**src/rtl/rf_wb_arbiter_if.sv**
```systemverilog
// Writeback arbiter bus: ALU/LSU request channels, issue tap,
// and the register-file write port plus pending scoreboard.
interface rf_wb_arbiter_if;
    logic        alu_valid;
    logic [4:0]  alu_rd;
    logic [31:0] alu_data;
    logic        alu_ready;
    logic        lsu_valid;
    logic [4:0]  lsu_rd;
    logic [31:0] lsu_data;
    logic        lsu_ready;
    logic        issue_valid;
    logic [4:0]  issue_rd;
    logic        rf_we;
    logic [4:0]  rf_a3;
    logic [31:0] rf_wd3;
    logic [31:0] pending;

    modport master (
        output alu_valid, alu_rd, alu_data,
        output lsu_valid, lsu_rd, lsu_data,
        output issue_valid, issue_rd,
        input  alu_ready, lsu_ready,
        input  rf_we, rf_a3, rf_wd3, pending
    );

    modport slave (
        input  alu_valid, alu_rd, alu_data,
        input  lsu_valid, lsu_rd, lsu_data,
        input  issue_valid, issue_rd,
        output alu_ready, lsu_ready,
        output rf_we, rf_a3, rf_wd3, pending
    );
endinterface

```
**src/rtl/rf_wb_arbiter.sv**
```systemverilog
// Register-file write-port arbiter: LSU over ALU with a starvation
// override, one-cycle registered write, and pending-write scoreboard.
module rf_wb_arbiter #(
    parameter int unsigned MAX_WAIT = 3,
    parameter int unsigned CNT_W    = 4
) (
    input logic               clk,
    input logic               reset,
    rf_wb_arbiter_if.slave    bus
);

    localparam logic [CNT_W-1:0] CNT_MAX = CNT_W'(MAX_WAIT);

    logic [CNT_W-1:0] cnt_q, cnt_d;
    logic             we_q, we_d;
    logic [4:0]       a3_q, a3_d;
    logic [31:0]      wd3_q, wd3_d;
    logic [31:0]      pend_q, pend_d;

    logic             alu_gnt;
    logic             lsu_gnt;
    logic             starved;
    logic [4:0]       gnt_rd;
    logic [31:0]      gnt_data;

    assign starved = (cnt_q == CNT_MAX);

    // ALU only beats a valid LSU once it has lost MAX_WAIT times in a row
    assign alu_gnt = !reset && bus.alu_valid &&
                     (!bus.lsu_valid || starved);
    assign lsu_gnt = !reset && bus.lsu_valid &&
                     !(bus.alu_valid && starved);

    assign bus.alu_ready = alu_gnt;
    assign bus.lsu_ready = lsu_gnt;

    assign gnt_rd   = alu_gnt ? bus.alu_rd   : bus.lsu_rd;
    assign gnt_data = alu_gnt ? bus.alu_data : bus.lsu_data;

    always_comb begin
        cnt_d = cnt_q;
        if (!bus.alu_valid || alu_gnt) begin
            cnt_d = '0;
        end else if (cnt_q < CNT_MAX) begin
            cnt_d = cnt_q + 1'b1;
        end
    end

    always_comb begin
        we_d  = 1'b0;
        a3_d  = a3_q;
        wd3_d = wd3_q;
        if (alu_gnt || lsu_gnt) begin
            we_d  = (gnt_rd != 5'd0);
            a3_d  = gnt_rd;
            wd3_d = gnt_data;
        end
    end

    // Clear first so an issue to the same register on this edge wins
    always_comb begin
        pend_d = pend_q;
        if (we_d) begin
            pend_d[gnt_rd] = 1'b0;
        end
        if (bus.issue_valid && bus.issue_rd != 5'd0) begin
            pend_d[bus.issue_rd] = 1'b1;
        end
        pend_d[0] = 1'b0;
    end

    always_ff @(posedge clk or posedge reset) begin
        if (reset) begin
            cnt_q  <= '0;
            we_q   <= 1'b0;
            a3_q   <= 5'd0;
            wd3_q  <= 32'd0;
            pend_q <= 32'd0;
        end else begin
            cnt_q  <= cnt_d;
            we_q   <= we_d;
            a3_q   <= a3_d;
            wd3_q  <= wd3_d;
            pend_q <= pend_d;
        end
    end

    assign bus.rf_we   = we_q;
    assign bus.rf_a3   = a3_q;
    assign bus.rf_wd3  = wd3_q;
    assign bus.pending = pend_q;

endmodule

```
**src/flat_wrapper.sv**
```systemverilog
// flat-port wrapper written by rule: the top's interface ports become plain ports
module rf_wb_arbiter_flat 
#(
    parameter int unsigned MAX_WAIT = 3,
    parameter int unsigned CNT_W    = 4
)
  (clk, reset, bus_alu_valid, bus_alu_rd, bus_alu_data, bus_lsu_valid, bus_lsu_rd, bus_lsu_data, bus_issue_valid, bus_issue_rd, bus_alu_ready, bus_lsu_ready, bus_rf_we, bus_rf_a3, bus_rf_wd3, bus_pending);
  rf_wb_arbiter_if bus_i ();
  input logic clk;
  input logic reset;
  input wire logic [$bits(bus_i.alu_valid)-1:0] bus_alu_valid;
  input wire logic [$bits(bus_i.alu_rd)-1:0] bus_alu_rd;
  input wire logic [$bits(bus_i.alu_data)-1:0] bus_alu_data;
  input wire logic [$bits(bus_i.lsu_valid)-1:0] bus_lsu_valid;
  input wire logic [$bits(bus_i.lsu_rd)-1:0] bus_lsu_rd;
  input wire logic [$bits(bus_i.lsu_data)-1:0] bus_lsu_data;
  input wire logic [$bits(bus_i.issue_valid)-1:0] bus_issue_valid;
  input wire logic [$bits(bus_i.issue_rd)-1:0] bus_issue_rd;
  output wire logic [$bits(bus_i.alu_ready)-1:0] bus_alu_ready;
  output wire logic [$bits(bus_i.lsu_ready)-1:0] bus_lsu_ready;
  output wire logic [$bits(bus_i.rf_we)-1:0] bus_rf_we;
  output wire logic [$bits(bus_i.rf_a3)-1:0] bus_rf_a3;
  output wire logic [$bits(bus_i.rf_wd3)-1:0] bus_rf_wd3;
  output wire logic [$bits(bus_i.pending)-1:0] bus_pending;
  assign bus_i.alu_valid = bus_alu_valid;
  assign bus_i.alu_rd = bus_alu_rd;
  assign bus_i.alu_data = bus_alu_data;
  assign bus_i.lsu_valid = bus_lsu_valid;
  assign bus_i.lsu_rd = bus_lsu_rd;
  assign bus_i.lsu_data = bus_lsu_data;
  assign bus_i.issue_valid = bus_issue_valid;
  assign bus_i.issue_rd = bus_issue_rd;
  assign bus_alu_ready = bus_i.alu_ready;
  assign bus_lsu_ready = bus_i.lsu_ready;
  assign bus_rf_we = bus_i.rf_we;
  assign bus_rf_a3 = bus_i.rf_a3;
  assign bus_rf_wd3 = bus_i.rf_wd3;
  assign bus_pending = bus_i.pending;
  rf_wb_arbiter #(.MAX_WAIT(MAX_WAIT), .CNT_W(CNT_W)) u_core (.clk(clk), .reset(reset), .bus(bus_i));
endmodule
```
**config.mk**
```make
export PLATFORM = sky130hd
export DESIGN_NAME = rf_wb_arbiter_flat
export DESIGN_NICKNAME = d
export VERILOG_FILES = /design/src/rtl/rf_wb_arbiter_if.sv /design/src/rtl/rf_wb_arbiter.sv /design/src/flat_wrapper.sv
export SDC_FILE = /design/constraint.sdc
export NUM_CORES = 1
export LEC_CHECK = 0
export CORE_ASPECT_RATIO = 0.6
export CORE_MARGIN = 5
export CORE_UTILIZATION = 39
export CTS_CLUSTER_DIAMETER = 60
export CTS_CLUSTER_SIZE = 24
export DETAILED_ROUTE_END_ITERATION = 8
export PLACE_DENSITY_LB_ADDON = 0.08
export SLEW_MARGIN = 20
export SYNTH_ARGS = -nofsm -noshare
export SYNTH_HDL_FRONTEND = slang
export SYNTH_SLANG_ARGS = --single-unit
```
**constraint.sdc**
```tcl
create_clock -name clk -period 2.25 [get_ports clk]
set_clock_uncertainty 0.15 [all_clocks]
set_input_delay 0.3375 -clock clk [delete_from_list [all_inputs] [get_ports clk]]
set_output_delay 0.3375 -clock clk [all_outputs]
set_load 0.03 [all_outputs]
```
======== After elaboration in Yosys (flattened, before gate mapping) ========
Index checks and enable logic that the tools add are counted.
W data, S select, Z words.
storage, ports and cells
  latch bits .............................. 0
  ROM bits ................................ 0
  output and inout bits ................... 72
  flip-flop bits (word level) ............. 73
  memory bits (writable) .................. 0
  memories ................................ 0
  input port bits ......................... 84
operators by class
  $add $sub $neg .......................... 1
  shifts and indexed selects .............. 0
  reduce and logical (&&, ||, !) cells .... 18
  order comparisons ....................... 5
  multiply operators ...................... 0
  multiplexer cells ....................... 11
  bitwise operators ....................... 3
  equal/unequal tests ..................... 1
  div/mod/pow operators ................... 0
operators with widths
  kind                   number
  $mux W32               3
  $and A32 B32 Y32       1
  $not A32 Y32           1
  $or A32 B32 Y32        1
  $lt A5 B6 Y1 const B   2
  $demux W1 S5           2
  $ge A5 B1 Y1 const B   2
  $reduce_bool A5 Y1     2
  $logic_and A1 B1 Y1    8
  $mux W4                2
  $mux W5                1
  $add A4 B1 Y4 const B  1
  $eq A4 B2 Y1 const B   1
  $logic_not A1 Y1       4
  $lt A4 B2 Y1 const B   1
  $logic_or A1 B1 Y1     3
  $mux W1                3
  $reduce_bool A2 Y1     1

======== Logic depth before layout (Yosys ltp) ========
Gate-level depths: netlist (run 1).
  depth after elaboration ................. 13
  mapped depth ............................ 8

======== Least setup slack after synthesis (run 1) ========
No wires, ideal clock.
  path type ............................... in2reg
  start ................................... input reset
  end ..................................... register u_core.pend_q[1] (netlist: u_core.bus.pending[1])
  cell stages on the path ................. 4
  data arrival time ....................... 2.874 ns
  path buffers ............................ 0
  path slack .............................. -0.920 ns
  data required time ...................... 1.954 ns
  cell sequence ........................... inv_1 -> o2111ai_1 -> nand3_1 -> o211ai_1
between the ends
  cells in the longest elaborated chain, start to end .. 13
RTL lines
  what                                                                line                                      source
  from (decl)                                                         flat_wrapper.sv:10                        input logic reset;
  $logic_not A1 Y1 (*)                                                rf_wb_arbiter.sv:29, rf_wb_arbiter.sv:31
  $logic_and A1 B1 Y1 (2 in a row)                                    rf_wb_arbiter.sv:29                       assign alu_gnt = !reset && bus.alu_valid &&
  $mux W5                                                             rf_wb_arbiter.sv:37                       assign gnt_rd = alu_gnt ? bus.alu_rd : bus.lsu_rd;
  $lt A5 B6 Y1 (implied by the code) or $ge A5 B1 Y1 (tied branches)  rf_wb_arbiter.sv:64                       pend_d[gnt_rd] = 1'b0;
  $logic_and A1 B1 Y1 (implied by the code)                           rf_wb_arbiter.sv:64
  $mux W1 (implied by the code)                                       rf_wb_arbiter.sv:64
  $demux W1 S5                                                        -
  $not A32 Y32 (no line)                                              -
  $and A32 B32 Y32 (no line)                                          -
  $mux W32 (*)                                                        rf_wb_arbiter.sv:63                       if (we_d) begin
  $or A32 B32 Y32 (no line)                                           -
  $mux W32 (*)                                                        rf_wb_arbiter.sv:66                       if (bus.issue_valid && bus.issue_rd != 5'd0) begin
  net u_core.pend_d[1]                                                rf_wb_arbiter.sv:18                       logic [31:0] pend_q, pend_d;
  to (signal assigned)                                                rf_wb_arbiter.sv:84                       pend_q <= pend_d;
  to (decl)                                                           rf_wb_arbiter.sv:18
The timed path passes the listed nets; every way through them passes the cells marked *.
A chain may end at the register's enable or synchronous reset.

======== Final worst setup path (run 1) ========
  start ................................... register u_core.cnt_q[1]
  end ..................................... output bus_alu_ready
between the ends
  cells in the longest elaborated chain, start to end .. 3
RTL lines
  what                    line                 source
  from (decl)             rf_wb_arbiter.sv:14  logic [CNT_W-1:0] cnt_q, cnt_d;
  from (signal assigned)  rf_wb_arbiter.sv:80  cnt_q <= cnt_d;
  $eq A4 B2 Y1            rf_wb_arbiter.sv:26  assign starved = (cnt_q == CNT_MAX);
  $logic_or A1 B1 Y1      rf_wb_arbiter.sv:30  (!bus.lsu_valid || starved);
  $logic_and A1 B1 Y1     rf_wb_arbiter.sv:29
  to (decl)               flat_wrapper.sv:19   output wire logic [$bits(bus_i.alu_ready)-1:0] bus_alu_ready;
Every way passes these cells.

==> results of run 1 <==
-- logic make-up after synthesis --
kind of cell | Yosys count
buffers and inverters | 39
other | 1
AND/OR/NAND/NOR | 165
AO/OA/AOI/OAI | 89
flip-flops | 73
adder cells (fa/ha/maj) | 1
multiplexers | 39
XOR/XNOR | 1
-- layout by cell type (no fill, tap or decap), types with 2 or more instances in the layout --
master           Yosys  routed
buf_12               3       3
dfrtp_1             73      73
clkbuf_1            11       3
o211ai_1            28      28
inv_1               17      16
nand2b_1             3       3
nor3_1               2       2
nor2b_1              4       4
o2111ai_1            7       4
nor2_1              10      10
nand2_1             74      74
buf_4                4      36
o21ai_0              7       5
clkinv_2             0       2
and3_1               2       2
a2111o_1             3       3
o311ai_0             8       8
o2111ai_4            0       2
clkbuf_16            0      10
mux2i_1             39      38
nor3b_1              5       5
clkdlybuf4s50_1      0     152
o21ai_1             31      32
nand3_1             60      60
-- worst paths after layout --
kind	startpoint	end	slack (ns)	cells after the start
worst max-delay path	u_core.cnt_q[1]	bus_alu_ready	-0.01	5
worst min-delay path	u_core.bus.rf_wd3[27]	u_core.bus.rf_wd3[27]	0.33	2
worst max register to register	u_core.cnt_q[1]	u_core.bus.rf_wd3[22]	0.06	7
worst min register to register	u_core.bus.rf_wd3[27]	u_core.bus.rf_wd3[27]	0.33	2
max in group asynchronous	reset	u_core.bus.rf_wd3[17]	0.94	4
min in group asynchronous	reset	u_core.bus.pending[3]	0.64	4
-- registers in the layout, indices dropped and copies added (netlist names) --
name,flops
u_core.bus.rf_wd3,32
u_core.cnt_q,4
u_core.bus.rf_we,1
u_core.bus.rf_a3,5
u_core.bus.pending,31
-- stage by stage --
| step | hold slack (ns) | setup slack [ns] | util | std cells | instance area (um^2) |
|---|---|---|---|---|---|
| after global placement | 0.316 | 0.0153 | 0.587 | 708 | 5720 |
| final | 0.333 | -0.0148 | 0.632 | 732 | 6160 |
| after floorplan | 0.340 | -0.142 | - | 408 | 3920 |
| after detailed placement | 0.326 | -0.0381 | 0.587 | 708 | 5720 |
| after global routing | 0.358 | -0.0794 | 0.632 | 732 | 6160 |
| after CTS | 0.337 | -0.0130 | 0.624 | 728 | 6080 |
-- tightest hold or removal path, stage by stage, from the launching register on --
cell,delay (ns)
dfrtp_1,0.34
nand2_1,0.05
o21ai_1,0.06
-- layout make-up --
| class | instances | share of cell area |
|---|---|---|
| well taps | 135 | 0.0274 |
| clock inverters | 3 | 0.00650 |
| repair buffers | 195 | 0.317 |
| multi-input cells | 296 | 0.301 |
| inverters | 17 | 0.0110 |
| flip-flops and latches | 73 | 0.297 |
| clock buffers | 13 | 0.0406 |
-- metal layers --
layer,vias up,routed length [um]
met2,183,5580
li1,1848,-
met3,11,1400
met5,-,0
met4,0,95
met1,1817,5800
-- repair_timing --
action,CTS,global route
cloned,1,1
setup buffers,3,3
pin swaps,2,1
endpoints found under the setup margin,5,45
hold buffers,0,0
resized for setup,5,4
-- where the power goes --
part           total, mW  switching [mW]  internal [mW]  leakage [nW]
combinational       1.01           0.538          0.471          1.60
clock               1.41           0.526          0.886         0.144
sequential          1.47          0.0574           1.41         0.794
total               3.89            1.12           2.77          2.54
==> qor.csv, run 1 <==
metric,value,unit
run_status,"finished, violations left",
violations,negative setup slack,
drt_iter0_markers,205,
synth_top_area_cell,dfrtp_1,
cts_buffers,9,
wire_per_inst,17.6,um
totalPowerFinal,3.89,mW
ff_latch_area,1830,um^2
vias_per_cell,5.27,
grt_pass1_vias,3789,
placementRows,28,
cp_max_fo,4,
htreeDepth,3,
maxSlewHeadroom,0.659,
max_freq,442,MHz
synth_seq_cells,73,
yosysSeqAreaShare,0.476,
drc_errors,0,
finalWorstSetupSlack,-0.0148,ns
cp_slowest_cell,or3b_4,
power.density,632,nW/um^2
finalHoldViolCount,0,
synthTopCellsByArea,"dfrtp_1 48%, mux2i_1 10%, nand3_1 7.8%",
gp_congestion,0.891,
grt_util_met3,0.103,
drt-pass1-iter-count,5,
synth.avg_cell_area,9.40,um^2
fin_crit,2.26,ns
dp_hpwl,9680,um
gr-total-overflow,0,
path_clk_slew,0.05,ns
path_buf_inv,2,
finalCritPeriodShare,1.01,
nFillCells,844,
die_x,138,um
synth.most_common_cell,nand2_1,
netlist.area_leader.share,0.476,
use_met1,0.293,
antenna_found_initial,0,
maxCapViolCount,0,
arrival,1.78,ns
clkSinkCount,73,
synthAdderAreaFrac,0.00326,
synth-warning-count,0,
syn_area,3830,um^2
cts_tree,built,
critPathMaxStageDelay,0.42,ns
ir_drop,0.424,mV
port_buffers,154,
insertion_delay,0.33,ns
wirelength,12900,um
synthMuxAreaShare,0.102,
multi_input_area,1850,um^2
leakage,2.54,nW
hp-class,reg2reg,
cp.required,1.76,ns
gr-usage-met2,0.308,
busiest_layer,met2,
synthXorXnorAreaFrac,0.00228,
grt_max_degree,49,
tns,-0.0148,ns
syn_to_final_growth,60.6,%
startpoint_type,register,
setup.worst_path.end_class,output port,
synth_top_family_by_area,simple AND/OR/NAND/NOR gates,
synth_nets,493,
dieArea,12000,um^2
synth-edff-count,0,
yosysUniqueCellTypes,37,
cp_top_family,simple AND/OR/NAND/NOR gates,
syn_inst,408,
clockBufferDepth,2,
coreArea,9740,um^2
vias,3859,
path_class,reg2out,
drv_slew,0,
rsz0062_at_grt,yes,
worstPathCellList,"ha_2, or3b_4, a21oi_4, buf_12, buf_8",
worst_slew_pin_slew,0.511,ns
yosys-top-cells-count,"74 x nand2_1, 73 x dfrtp_1, 60 x nand3_1, 39 x mux2i_1, 31 x o21ai_1",
finalNetCount,677,
ant_nets,0,
synth-async-reset-ratio,1.00,
synth-simple-area-share,0.199,
root_buffer,clkbuf_16,
grt_pass1_wl,20100,um
antenna_cells,0,
fp.dieH,86.8,um
initial_core_util,0.394,
setup_violations,1,
grt_util_all_layers,0.211,
synthFlopType,dfrtp_1,
ioPinCount,156,
synth_compound_area_frac,0.159,
drive_gt1_frac,0.111,
(Power assumes the default switching activity.)
==> inputs of run 2 (changes only) <==
--- a/config.mk
+++ b/config.mk
@@ -5,6 +5,7 @@
 export SDC_FILE = /design/constraint.sdc
 export NUM_CORES = 1
 export LEC_CHECK = 0
+export CAP_MARGIN = 20
 export CORE_ASPECT_RATIO = 0.6
 export CORE_MARGIN = 5
 export CORE_UTILIZATION = 39
==> results of run 2 <==
Final layout, timing and power as in run 1 (identical DEF).
